===== src/rtl/atm_session_driver_if.sv =====
// Command/response and ATM-core pin bundle for atm_session_driver.
// slave: the driver itself; master: host plus core side.
interface atm_session_driver_if;
  logic        cmd_valid;
  logic        cmd_ready;
  logic [1:0]  cmd_op;
  logic [1:0]  cmd_acc;
  logic [1:0]  cmd_pin;
  logic [3:0]  cmd_amount;
  logic [1:0]  accNumber;
  logic [1:0]  Pin;
  logic        card_inserted;
  logic        enter;
  logic        dep;
  logic        with_d;
  logic        mini_s;
  logic [3:0]  amount_in;
  logic [15:0] balance;
  logic        accountfound;
  logic        pinfound;
  logic        rsp_valid;
  logic [1:0]  rsp_status;
  logic [15:0] rsp_balance;

  modport slave (
    input  cmd_valid, cmd_op, cmd_acc,
    input  cmd_pin, cmd_amount,
    input  balance, accountfound, pinfound,
    output cmd_ready,
    output accNumber, Pin, card_inserted,
    output enter, dep, with_d, mini_s,
    output amount_in,
    output rsp_valid, rsp_status, rsp_balance
  );

  modport master (
    output cmd_valid, cmd_op, cmd_acc,
    output cmd_pin, cmd_amount,
    output balance, accountfound, pinfound,
    input  cmd_ready,
    input  accNumber, Pin, card_inserted,
    input  enter, dep, with_d, mini_s,
    input  amount_in,
    input  rsp_valid, rsp_status, rsp_balance
  );
endinterface


===== src/rtl/atm_session_driver.sv =====
// ATM session driver: replays one host command into the ATM core.
// Optional balance cross-check: define ATM_DRV_BAL_CHECK_EN.
module atm_session_driver #(
  parameter int HOLD_CYCLES   = 2,
  parameter int GAP_CYCLES    = 1,
  parameter int WAIT_CYCLES   = 4,
  parameter int SETTLE_CYCLES = 2
`ifdef ATM_DRV_BAL_CHECK_EN
  ,
  parameter int DEP_LIMIT     = 10
`endif
) (
  input logic clk,
  input logic reset,
  atm_session_driver_if.slave bus
);

  typedef enum logic [3:0] {
    S_IDLE,
    S_ACC,
    S_CARD,
    S_CHK_ACC,
    S_PIN,
    S_CHK_PIN,
    S_OP,
    S_AMT,
    S_GAP,
    S_SETTLE,
    S_RESP
  } state_t;

  localparam logic [1:0] ST_OK     = 2'd0;
  localparam logic [1:0] ST_NO_ACC = 2'd1;
  localparam logic [1:0] ST_PIN    = 2'd2;

  localparam logic [7:0] HOLD_LAST = 8'(HOLD_CYCLES - 1);
  localparam logic [7:0] GAP_LAST  = 8'(GAP_CYCLES - 1);
  localparam logic [7:0] WAIT_LAST = 8'(WAIT_CYCLES - 1);
  localparam logic [7:0] SETL_LAST = 8'(SETTLE_CYCLES - 1);

  state_t      state_q, state_d;
  state_t      nxt_q, nxt_d;
  logic [7:0]  cnt_q, cnt_d;
  logic [1:0]  op_q, op_d;
  logic [1:0]  acc_q, acc_d;
  logic [1:0]  pin_q, pin_d;
  logic [3:0]  amt_q, amt_d;
  logic [1:0]  status_q, status_d;
  logic [15:0] rbal_q, rbal_d;
  logic [1:0]  settle_st;

  logic hold_done;
  logic gap_done;
  logic wait_done;
  logic setl_done;

  assign hold_done = (cnt_q == HOLD_LAST);
  assign gap_done  = (cnt_q == GAP_LAST);
  assign wait_done = (cnt_q == WAIT_LAST);
  assign setl_done = (cnt_q == SETL_LAST);

`ifdef ATM_DRV_BAL_CHECK_EN
  logic [15:0] bal_pre_q, bal_pre_d;
  logic [15:0] exp_bal;
  logic [15:0] amt16;

  assign amt16 = {12'd0, amt_q};

  // Expected post-transaction balance from the pre-op snapshot.
  always_comb begin
    exp_bal = bal_pre_q;
    unique case (op_q)
      2'd0:
        if (amt16 <= 16'(DEP_LIMIT))
          exp_bal = bal_pre_q + amt16;
      2'd1:
        if (amt16 <= bal_pre_q)
          exp_bal = bal_pre_q - amt16;
      default: exp_bal = bal_pre_q;
    endcase
  end

  assign settle_st =
    (bus.balance != exp_bal) ? 2'd3 : ST_OK;

  // Pre-op balance snapshot.
  always_ff @(posedge clk or negedge reset) begin
    if (!reset) bal_pre_q <= '0;
    else        bal_pre_q <= bal_pre_d;
  end
`else
  assign settle_st = ST_OK;
`endif

  // State, counter and latched command registers.
  always_ff @(posedge clk or negedge reset) begin
    if (!reset) begin
      state_q  <= S_IDLE;
      nxt_q    <= S_IDLE;
      cnt_q    <= '0;
      op_q     <= '0;
      acc_q    <= '0;
      pin_q    <= '0;
      amt_q    <= '0;
      status_q <= '0;
      rbal_q   <= '0;
    end else begin
      state_q  <= state_d;
      nxt_q    <= nxt_d;
      cnt_q    <= cnt_d;
      op_q     <= op_d;
      acc_q    <= acc_d;
      pin_q    <= pin_d;
      amt_q    <= amt_d;
      status_q <= status_d;
      rbal_q   <= rbal_d;
    end
  end

  // Session sequencing: hold phases, gaps, waits, settle, respond.
  always_comb begin
    state_d  = state_q;
    nxt_d    = nxt_q;
    cnt_d    = cnt_q;
    op_d     = op_q;
    acc_d    = acc_q;
    pin_d    = pin_q;
    amt_d    = amt_q;
    status_d = status_q;
    rbal_d   = rbal_q;
`ifdef ATM_DRV_BAL_CHECK_EN
    bal_pre_d = bal_pre_q;
`endif
    unique case (state_q)
      S_IDLE: begin
        if (bus.cmd_valid) begin
          op_d    = bus.cmd_op;
          acc_d   = bus.cmd_acc;
          pin_d   = bus.cmd_pin;
          amt_d   = bus.cmd_amount;
          cnt_d   = '0;
          state_d = S_ACC;
        end
      end
      S_ACC, S_CARD, S_PIN, S_OP: begin
        if (hold_done) begin
          cnt_d   = '0;
          state_d = S_GAP;
          unique case (state_q)
            S_ACC:   nxt_d = S_CARD;
            S_CARD:  nxt_d = S_CHK_ACC;
            S_PIN:   nxt_d = S_CHK_PIN;
            default: nxt_d = (op_q == 2'd2) ?
                             S_SETTLE : S_AMT;
          endcase
        end else begin
          cnt_d = cnt_q + 8'd1;
        end
      end
      S_AMT: begin
        if (hold_done) begin
          cnt_d   = '0;
          state_d = S_SETTLE;
        end else begin
          cnt_d = cnt_q + 8'd1;
        end
      end
      S_GAP: begin
        if (gap_done) begin
          cnt_d   = '0;
          state_d = nxt_q;
        end else begin
          cnt_d = cnt_q + 8'd1;
        end
      end
      S_CHK_ACC: begin
        if (bus.accountfound) begin
          cnt_d   = '0;
          state_d = S_PIN;
        end else if (wait_done) begin
          cnt_d    = '0;
          status_d = ST_NO_ACC;
          rbal_d   = bus.balance;
          state_d  = S_RESP;
        end else begin
          cnt_d = cnt_q + 8'd1;
        end
      end
      S_CHK_PIN: begin
        if (bus.pinfound) begin
          cnt_d   = '0;
          state_d = (op_q == 2'd3) ? S_SETTLE : S_OP;
`ifdef ATM_DRV_BAL_CHECK_EN
          bal_pre_d = bus.balance;
`endif
        end else if (wait_done) begin
          cnt_d    = '0;
          status_d = ST_PIN;
          rbal_d   = bus.balance;
          state_d  = S_RESP;
        end else begin
          cnt_d = cnt_q + 8'd1;
        end
      end
      S_SETTLE: begin
        if (setl_done) begin
          cnt_d    = '0;
          rbal_d   = bus.balance;
          status_d = settle_st;
          state_d  = S_RESP;
        end else begin
          cnt_d = cnt_q + 8'd1;
        end
      end
      S_RESP:  state_d = S_IDLE;
      default: state_d = S_IDLE;
    endcase
  end

  // Core drives decoded from state; zero outside their own phase.
  always_comb begin
    bus.cmd_ready     = 1'b0;
    bus.accNumber     = '0;
    bus.Pin           = '0;
    bus.card_inserted = 1'b0;
    bus.enter         = 1'b0;
    bus.dep           = 1'b0;
    bus.with_d        = 1'b0;
    bus.mini_s        = 1'b0;
    bus.amount_in     = '0;
    bus.rsp_valid     = 1'b0;
    unique case (1'b1)
      (state_q == S_IDLE): bus.cmd_ready = 1'b1;
      (state_q == S_ACC): begin
        bus.accNumber = acc_q;
        bus.enter     = 1'b1;
      end
      (state_q == S_CARD): bus.card_inserted = 1'b1;
      (state_q == S_PIN): begin
        bus.Pin   = pin_q;
        bus.enter = 1'b1;
      end
      (state_q == S_OP): begin
        bus.dep    = (op_q == 2'd0);
        bus.with_d = (op_q == 2'd1);
        bus.mini_s = (op_q == 2'd2);
      end
      (state_q == S_AMT): begin
        bus.enter     = 1'b1;
        bus.amount_in = amt_q;
      end
      (state_q == S_RESP): bus.rsp_valid = 1'b1;
      default: bus.cmd_ready = 1'b0;
    endcase
  end

  assign bus.rsp_status  = status_q;
  assign bus.rsp_balance = rbal_q;

endmodule


===== src/flat_wrapper.sv =====
// flat-port wrapper written by rule: the top's interface ports become plain ports
module atm_session_driver_flat 
#(
  parameter int HOLD_CYCLES   = 2,
  parameter int GAP_CYCLES    = 1,
  parameter int WAIT_CYCLES   = 4,
  parameter int SETTLE_CYCLES = 2

)
  (clk, reset, bus_cmd_valid, bus_cmd_op, bus_cmd_acc, bus_cmd_pin, bus_cmd_amount, bus_balance, bus_accountfound, bus_pinfound, bus_cmd_ready, bus_accNumber, bus_Pin, bus_card_inserted, bus_enter, bus_dep, bus_with_d, bus_mini_s, bus_amount_in, bus_rsp_valid, bus_rsp_status, bus_rsp_balance);
  atm_session_driver_if bus_i ();
  input logic clk;
  input logic reset;
  input wire logic [$bits(bus_i.cmd_valid)-1:0] bus_cmd_valid;
  input wire logic [$bits(bus_i.cmd_op)-1:0] bus_cmd_op;
  input wire logic [$bits(bus_i.cmd_acc)-1:0] bus_cmd_acc;
  input wire logic [$bits(bus_i.cmd_pin)-1:0] bus_cmd_pin;
  input wire logic [$bits(bus_i.cmd_amount)-1:0] bus_cmd_amount;
  input wire logic [$bits(bus_i.balance)-1:0] bus_balance;
  input wire logic [$bits(bus_i.accountfound)-1:0] bus_accountfound;
  input wire logic [$bits(bus_i.pinfound)-1:0] bus_pinfound;
  output wire logic [$bits(bus_i.cmd_ready)-1:0] bus_cmd_ready;
  output wire logic [$bits(bus_i.accNumber)-1:0] bus_accNumber;
  output wire logic [$bits(bus_i.Pin)-1:0] bus_Pin;
  output wire logic [$bits(bus_i.card_inserted)-1:0] bus_card_inserted;
  output wire logic [$bits(bus_i.enter)-1:0] bus_enter;
  output wire logic [$bits(bus_i.dep)-1:0] bus_dep;
  output wire logic [$bits(bus_i.with_d)-1:0] bus_with_d;
  output wire logic [$bits(bus_i.mini_s)-1:0] bus_mini_s;
  output wire logic [$bits(bus_i.amount_in)-1:0] bus_amount_in;
  output wire logic [$bits(bus_i.rsp_valid)-1:0] bus_rsp_valid;
  output wire logic [$bits(bus_i.rsp_status)-1:0] bus_rsp_status;
  output wire logic [$bits(bus_i.rsp_balance)-1:0] bus_rsp_balance;
  assign bus_i.cmd_valid = bus_cmd_valid;
  assign bus_i.cmd_op = bus_cmd_op;
  assign bus_i.cmd_acc = bus_cmd_acc;
  assign bus_i.cmd_pin = bus_cmd_pin;
  assign bus_i.cmd_amount = bus_cmd_amount;
  assign bus_i.balance = bus_balance;
  assign bus_i.accountfound = bus_accountfound;
  assign bus_i.pinfound = bus_pinfound;
  assign bus_cmd_ready = bus_i.cmd_ready;
  assign bus_accNumber = bus_i.accNumber;
  assign bus_Pin = bus_i.Pin;
  assign bus_card_inserted = bus_i.card_inserted;
  assign bus_enter = bus_i.enter;
  assign bus_dep = bus_i.dep;
  assign bus_with_d = bus_i.with_d;
  assign bus_mini_s = bus_i.mini_s;
  assign bus_amount_in = bus_i.amount_in;
  assign bus_rsp_valid = bus_i.rsp_valid;
  assign bus_rsp_status = bus_i.rsp_status;
  assign bus_rsp_balance = bus_i.rsp_balance;
  atm_session_driver #(.HOLD_CYCLES(HOLD_CYCLES), .GAP_CYCLES(GAP_CYCLES), .WAIT_CYCLES(WAIT_CYCLES), .SETTLE_CYCLES(SETTLE_CYCLES)) u_core (.clk(clk), .reset(reset), .bus(bus_i));
endmodule

===== config.mk =====
export PLATFORM = sky130hd
export DESIGN_NAME = atm_session_driver_flat
export DESIGN_NICKNAME = d
export VERILOG_FILES = /design/src/rtl/atm_session_driver_if.sv /design/src/rtl/atm_session_driver.sv /design/src/flat_wrapper.sv
export SDC_FILE = /design/constraint.sdc
export NUM_CORES = 1
export LEC_CHECK = 0
export ABC_AREA = 1
export BUFFER_PORTS_ARGS = -buffer_cell sky130_fd_sc_hd__buf_2
export CAP_MARGIN = 25
export CORE_MARGIN = 2
export CORE_UTILIZATION = 45
export DETAILED_ROUTE_END_ITERATION = 12
export GPL_TIMING_DRIVEN = 0
export PLACE_DENSITY = 0.69
export REMOVE_ABC_BUFFERS = 1
export SYNTH_ARGS = -nofsm -noshare
export SYNTH_HDL_FRONTEND = slang
export SYNTH_SLANG_ARGS = --single-unit
export TNS_END_PERCENT = 10

===== constraint.sdc =====
create_clock -name clk -period 2.2 [get_ports clk]
set_clock_uncertainty 0.1 [all_clocks]
set_input_delay 0.11 -clock clk [delete_from_list [all_inputs] [get_ports clk]]
set_output_delay 0.11 -clock clk [all_outputs]
set_load 0.05 [all_outputs]

==> results list <==
- Result of the run: finished, final reports clean
* Final number of hold-violating endpoints: 0
- Final Cell Area: 0.00332 mm²
- Initial antenna violation count: 0
* P&R area growth vs syn: 31.1%
- Final net count: 493
* Count of different cell masters after synthesis: 26
- The multi-input combinational cells in the finished layout cover a total of 0.00119 mm².
* Area of all sequential standard cells: 0.00110 mm²
- For this run, the number of Yosys warnings is 0.
* DR iter-0 viols: 178
- Once placement finished, the instance area stood at 0.00290 mm².
* Number of pins exceeding their max-slew limit in the final report: 0
- Of the available clock period, the critical path in the final layout requires 91.1%.
* Post-DR vias/cell: 4.79
- VDD sags by at most 0.383 mV.
* Iteration count of the initial detailed-routing pass: 4
* Number of buffers inserted by port buffering: 63
- Drt wl/cell: 11.9 µm
- Detailed placement finished with a half-perimeter wire length of 4230 µm.
* Remaining global-route overflow: 0
* Initial Utilization: 46.3%
- Area of the die: 0.00624 mm²
- Number of nets with antenna violations after detailed routing: 0
* Tightest hold margin: 77.0 ps
* Ranking of synthesized cells by area: sky130_fd_sc_hd__dfrtp_1 (43%), sky130_fd_sc_hd__nand2_1 (16%), sky130_fd_sc_hd__inv_1 (8.5%), sky130_fd_sc_hd__nor2_1 (8.3%), sky130_fd_sc_hd__a21oi_1 (3.6%)
- Sequential share of the synthesized area: 43.5%
- Final wirelength: 6320 µm
* CTS tree: done
* Pin count of the biggest net entering global routing: 45
- Peak Freq: 0.499 GHz
- IO Count: 64
* Floorplan die height: 79 µm
- After synthesis the cells add up to 0.00253 mm².
- DRC Markers: 0
- The worst hold path belongs to the class in2reg.
- At the end of routability-driven placement, the weighted congestion stood at 0.928.
* Via count: 2,548
- Number of maximum-capacitance violations: 0
- In this run the worst path has a maximum fanout of 17.
- After floorplanning, the core was divided into 27 placement rows.
- Die outline width: 79 µm
- The worst setup path is captured at a flip-flop.
- Clock tree synthesis inserted a total of 5 buffers.
- Clock transition at the registers of the reported paths: 90 ps
* Top-area cell type share of the netlist area: 43.5%
- Clock tree synthesis selected as its root buffer the cell sky130_fd_sc_hd__clkbuf_8.
* Post-CTS setup buffer count: 0
- For the pin with the worst max-slew slack, the measured transition is 572 ps.
- Yosys top cell by area: sky130_fd_sc_hd__dfrtp_1
- Max_slew headroom: 61.8%
- Post-synthesis sequential element count: 44
* Placeable core area: 0.00547 mm²
- Setup violations remaining at the end of the flow were counted as 0.
* Data required time of the critical path: 2300 ps
- Via count of the first global-routing pass: 2,294
- Share of final-layout standard cells stronger than drive strength 1: 20.9%
- Data on the critical path arrives at its endpoint at 2100 ps.
- Per-instance average area after synthesis: 6.93 µm²
* Latest clock arrival within the worst-skew pair: 310 ps
- CTS HTree Levels: 2
* Overall routing resource usage: 20.9%
* Reported leakage power: 1.93 nW
- Cell count after synthesis: 365
- The first global-routing pass estimated 10,400 µm of wire.
- Final Total Pwr: 1.45 mW
* Critical path class: reg2reg
- Worst Setup Start Kind: flip-flop
* Power per standard cell area: 437 mW/mm²
- The clock passes through at most 2 buffers.
- For the finished layout, the period the worst path requires is 2010 ps.
- Counting every sink on the clock net gives 44.
- The filler cells instantiated in the layout total 548.
- Number of antenna cells inserted: 0
==> flip-flops by register name (all words and copies together) (netlist names) <==
register,flops
u_core.op_q,2
u_core.bus.rsp_balance,16
u_core.state_q,4
u_core.amt_q,4
u_core.pin_q,2
u_core.nxt_q,4
u_core.cnt_q,8
u_core.bus.rsp_status,2
u_core.acc_q,2
==> report_power, final <==
group	leakage, nW	switching, mW	internal, mW
sequential	0.538	0	0.808
clock	0.0452	0.312	0.232
combinational	1.34	0.0401	0.0581
total	1.93	0.352	1.10
==> synth_stat cells <==
cell                       instances
sky130_fd_sc_hd__nor2_1           56
sky130_fd_sc_hd__nand4_1           6
sky130_fd_sc_hd__nand2_2           1
sky130_fd_sc_hd__nand3_1          16
sky130_fd_sc_hd__a21oi_2           1
sky130_fd_sc_hd__inv_1            57
sky130_fd_sc_hd__nand2_1         111
sky130_fd_sc_hd__inv_2             4
sky130_fd_sc_hd__nand3b_1          1
sky130_fd_sc_hd__or2_2             2
sky130_fd_sc_hd__buf_6             2
sky130_fd_sc_hd__o21ai_1          10
sky130_fd_sc_hd__buf_4             1
sky130_fd_sc_hd__ha_1              3
sky130_fd_sc_hd__o21ai_0          13
sky130_fd_sc_hd__o21ai_2           7
sky130_fd_sc_hd__nor2_2            3
sky130_fd_sc_hd__a21oi_1          18
sky130_fd_sc_hd__dfrtp_1          44
sky130_fd_sc_hd__buf_2             2
sky130_fd_sc_hd__xor2_1            1
sky130_fd_sc_hd__mux2_2            1
sky130_fd_sc_hd__o21bai_1          1
sky130_fd_sc_hd__nand3_2           1
sky130_fd_sc_hd__nor3_1            2
sky130_fd_sc_hd__nor2_4            1
==> final cells by class <==
| type | instances | area share, % |
|---|---|---|
| inverter | 61 | 6.90 |
| timing repair buffer | 91 | 18.5 |
| tap | 72 | 2.71 |
| clock buffer | 5 | 2.07 |
| clock inverter | 3 | 0.754 |
| sequential | 44 | 33.2 |
| multi-input combinational | 256 | 35.9 |
==> routing by layer <==
layer	GRT usage [%]	part of all wire, %	vias up
li1	-	-	1314
met1	27.4	45	1163
met2	35.2	49	67
met3	4.89	5.7	4
met4	5.17	0.93	0
met5	0	0	-
==> stage by stage <==
stage / util [%] / setup slack [ps] / instances / setup TNS (ps)
5_1_grt: 60.7 / -6.82 / 532 / -6.82
3_3_place_gp: 52.9 / -51.6 / 495 / -468
4_1_cts: 59.7 / 131 / 530 / 0
6_report: 60.7 / 195 / 532 / 0
3_5_place_dp: 52.9 / -76.1 / 495 / -872
2_1_floorplan: - / 188 / 360 / 0
==> cell usage in the layout (no fill, tap or decap), types with 3 or more instances in the layout <==
cell type | Yosys | final
sky130_fd_sc_hd__a21oi_1 | 18 | 18
sky130_fd_sc_hd__buf_2 | 2 | 63
sky130_fd_sc_hd__clkbuf_8 | 0 | 5
sky130_fd_sc_hd__dfrtp_1 | 44 | 44
sky130_fd_sc_hd__dlygate4sd3_1 | 0 | 27
sky130_fd_sc_hd__ha_1 | 3 | 3
sky130_fd_sc_hd__inv_1 | 57 | 57
sky130_fd_sc_hd__inv_2 | 4 | 4
sky130_fd_sc_hd__nand2_1 | 111 | 111
sky130_fd_sc_hd__nand3_1 | 16 | 16
sky130_fd_sc_hd__nand4_1 | 6 | 6
sky130_fd_sc_hd__nor2_1 | 56 | 55
sky130_fd_sc_hd__nor2_2 | 3 | 4
sky130_fd_sc_hd__o21ai_0 | 13 | 13
sky130_fd_sc_hd__o21ai_1 | 10 | 9
sky130_fd_sc_hd__o21ai_2 | 7 | 8
==> worst paths after layout <==
kind	end	slack, ps	cells after the start	from
worst min register to register	u_core.bus.rsp_status[0]	380	2	u_core.bus.rsp_status[0]
worst max-delay path	u_core.bus.rsp_balance[1]	190	9	u_core.cnt_q[1]
worst min-delay path	u_core.cnt_q[3]	80	4	bus_accountfound
min in group asynchronous	u_core.bus.rsp_balance[5]	210	2	reset
max in group asynchronous	u_core.cnt_q[2]	1300	3	reset
worst max register to register	u_core.bus.rsp_balance[1]	190	9	u_core.cnt_q[1]
==> critical path, cell delays in order (launching register included) <==
cell,delay (ps)
sky130_fd_sc_hd__dfrtp_1,420
sky130_fd_sc_hd__inv_1,100
sky130_fd_sc_hd__ha_1,140
sky130_fd_sc_hd__nand2_1,80
sky130_fd_sc_hd__nor2_2,210
sky130_fd_sc_hd__nor2_1,130
sky130_fd_sc_hd__nor2_2,250
sky130_fd_sc_hd__nand3_4,250
sky130_fd_sc_hd__nand2_1,140
sky130_fd_sc_hd__o21ai_1,80
==> repair_timing <==
| action | CTS | global route |
|---|---|---|
| setup endpoints to repair | 17 | 17 |
| hold buffers | 27 | 0 |
| gates resized for setup | 1 | 3 |
| cloned | 0 | 1 |
| endpoints found under the hold margin | 70 | 0 |
| pin swaps | 0 | 1 |
==> logic make-up (layout without fill, tap and decap cells) <==
family / count (synthesis) / after routing / synth area share [%]
adders and majority gates: 3 / 3 / 1.48
DFF: 44 / 44 / 43.5
xor gates and xnor gates: 1 / 1 / 0.346
muxes: 1 / 1 / 0.445
and+or+nand+nor: 200 / 201 / 32.4
AOI/OAI and AO/OA: 50 / 50 / 11.2
buffers and inverters: 66 / 160 / 10.6
(Power assumes the default switching activity.)
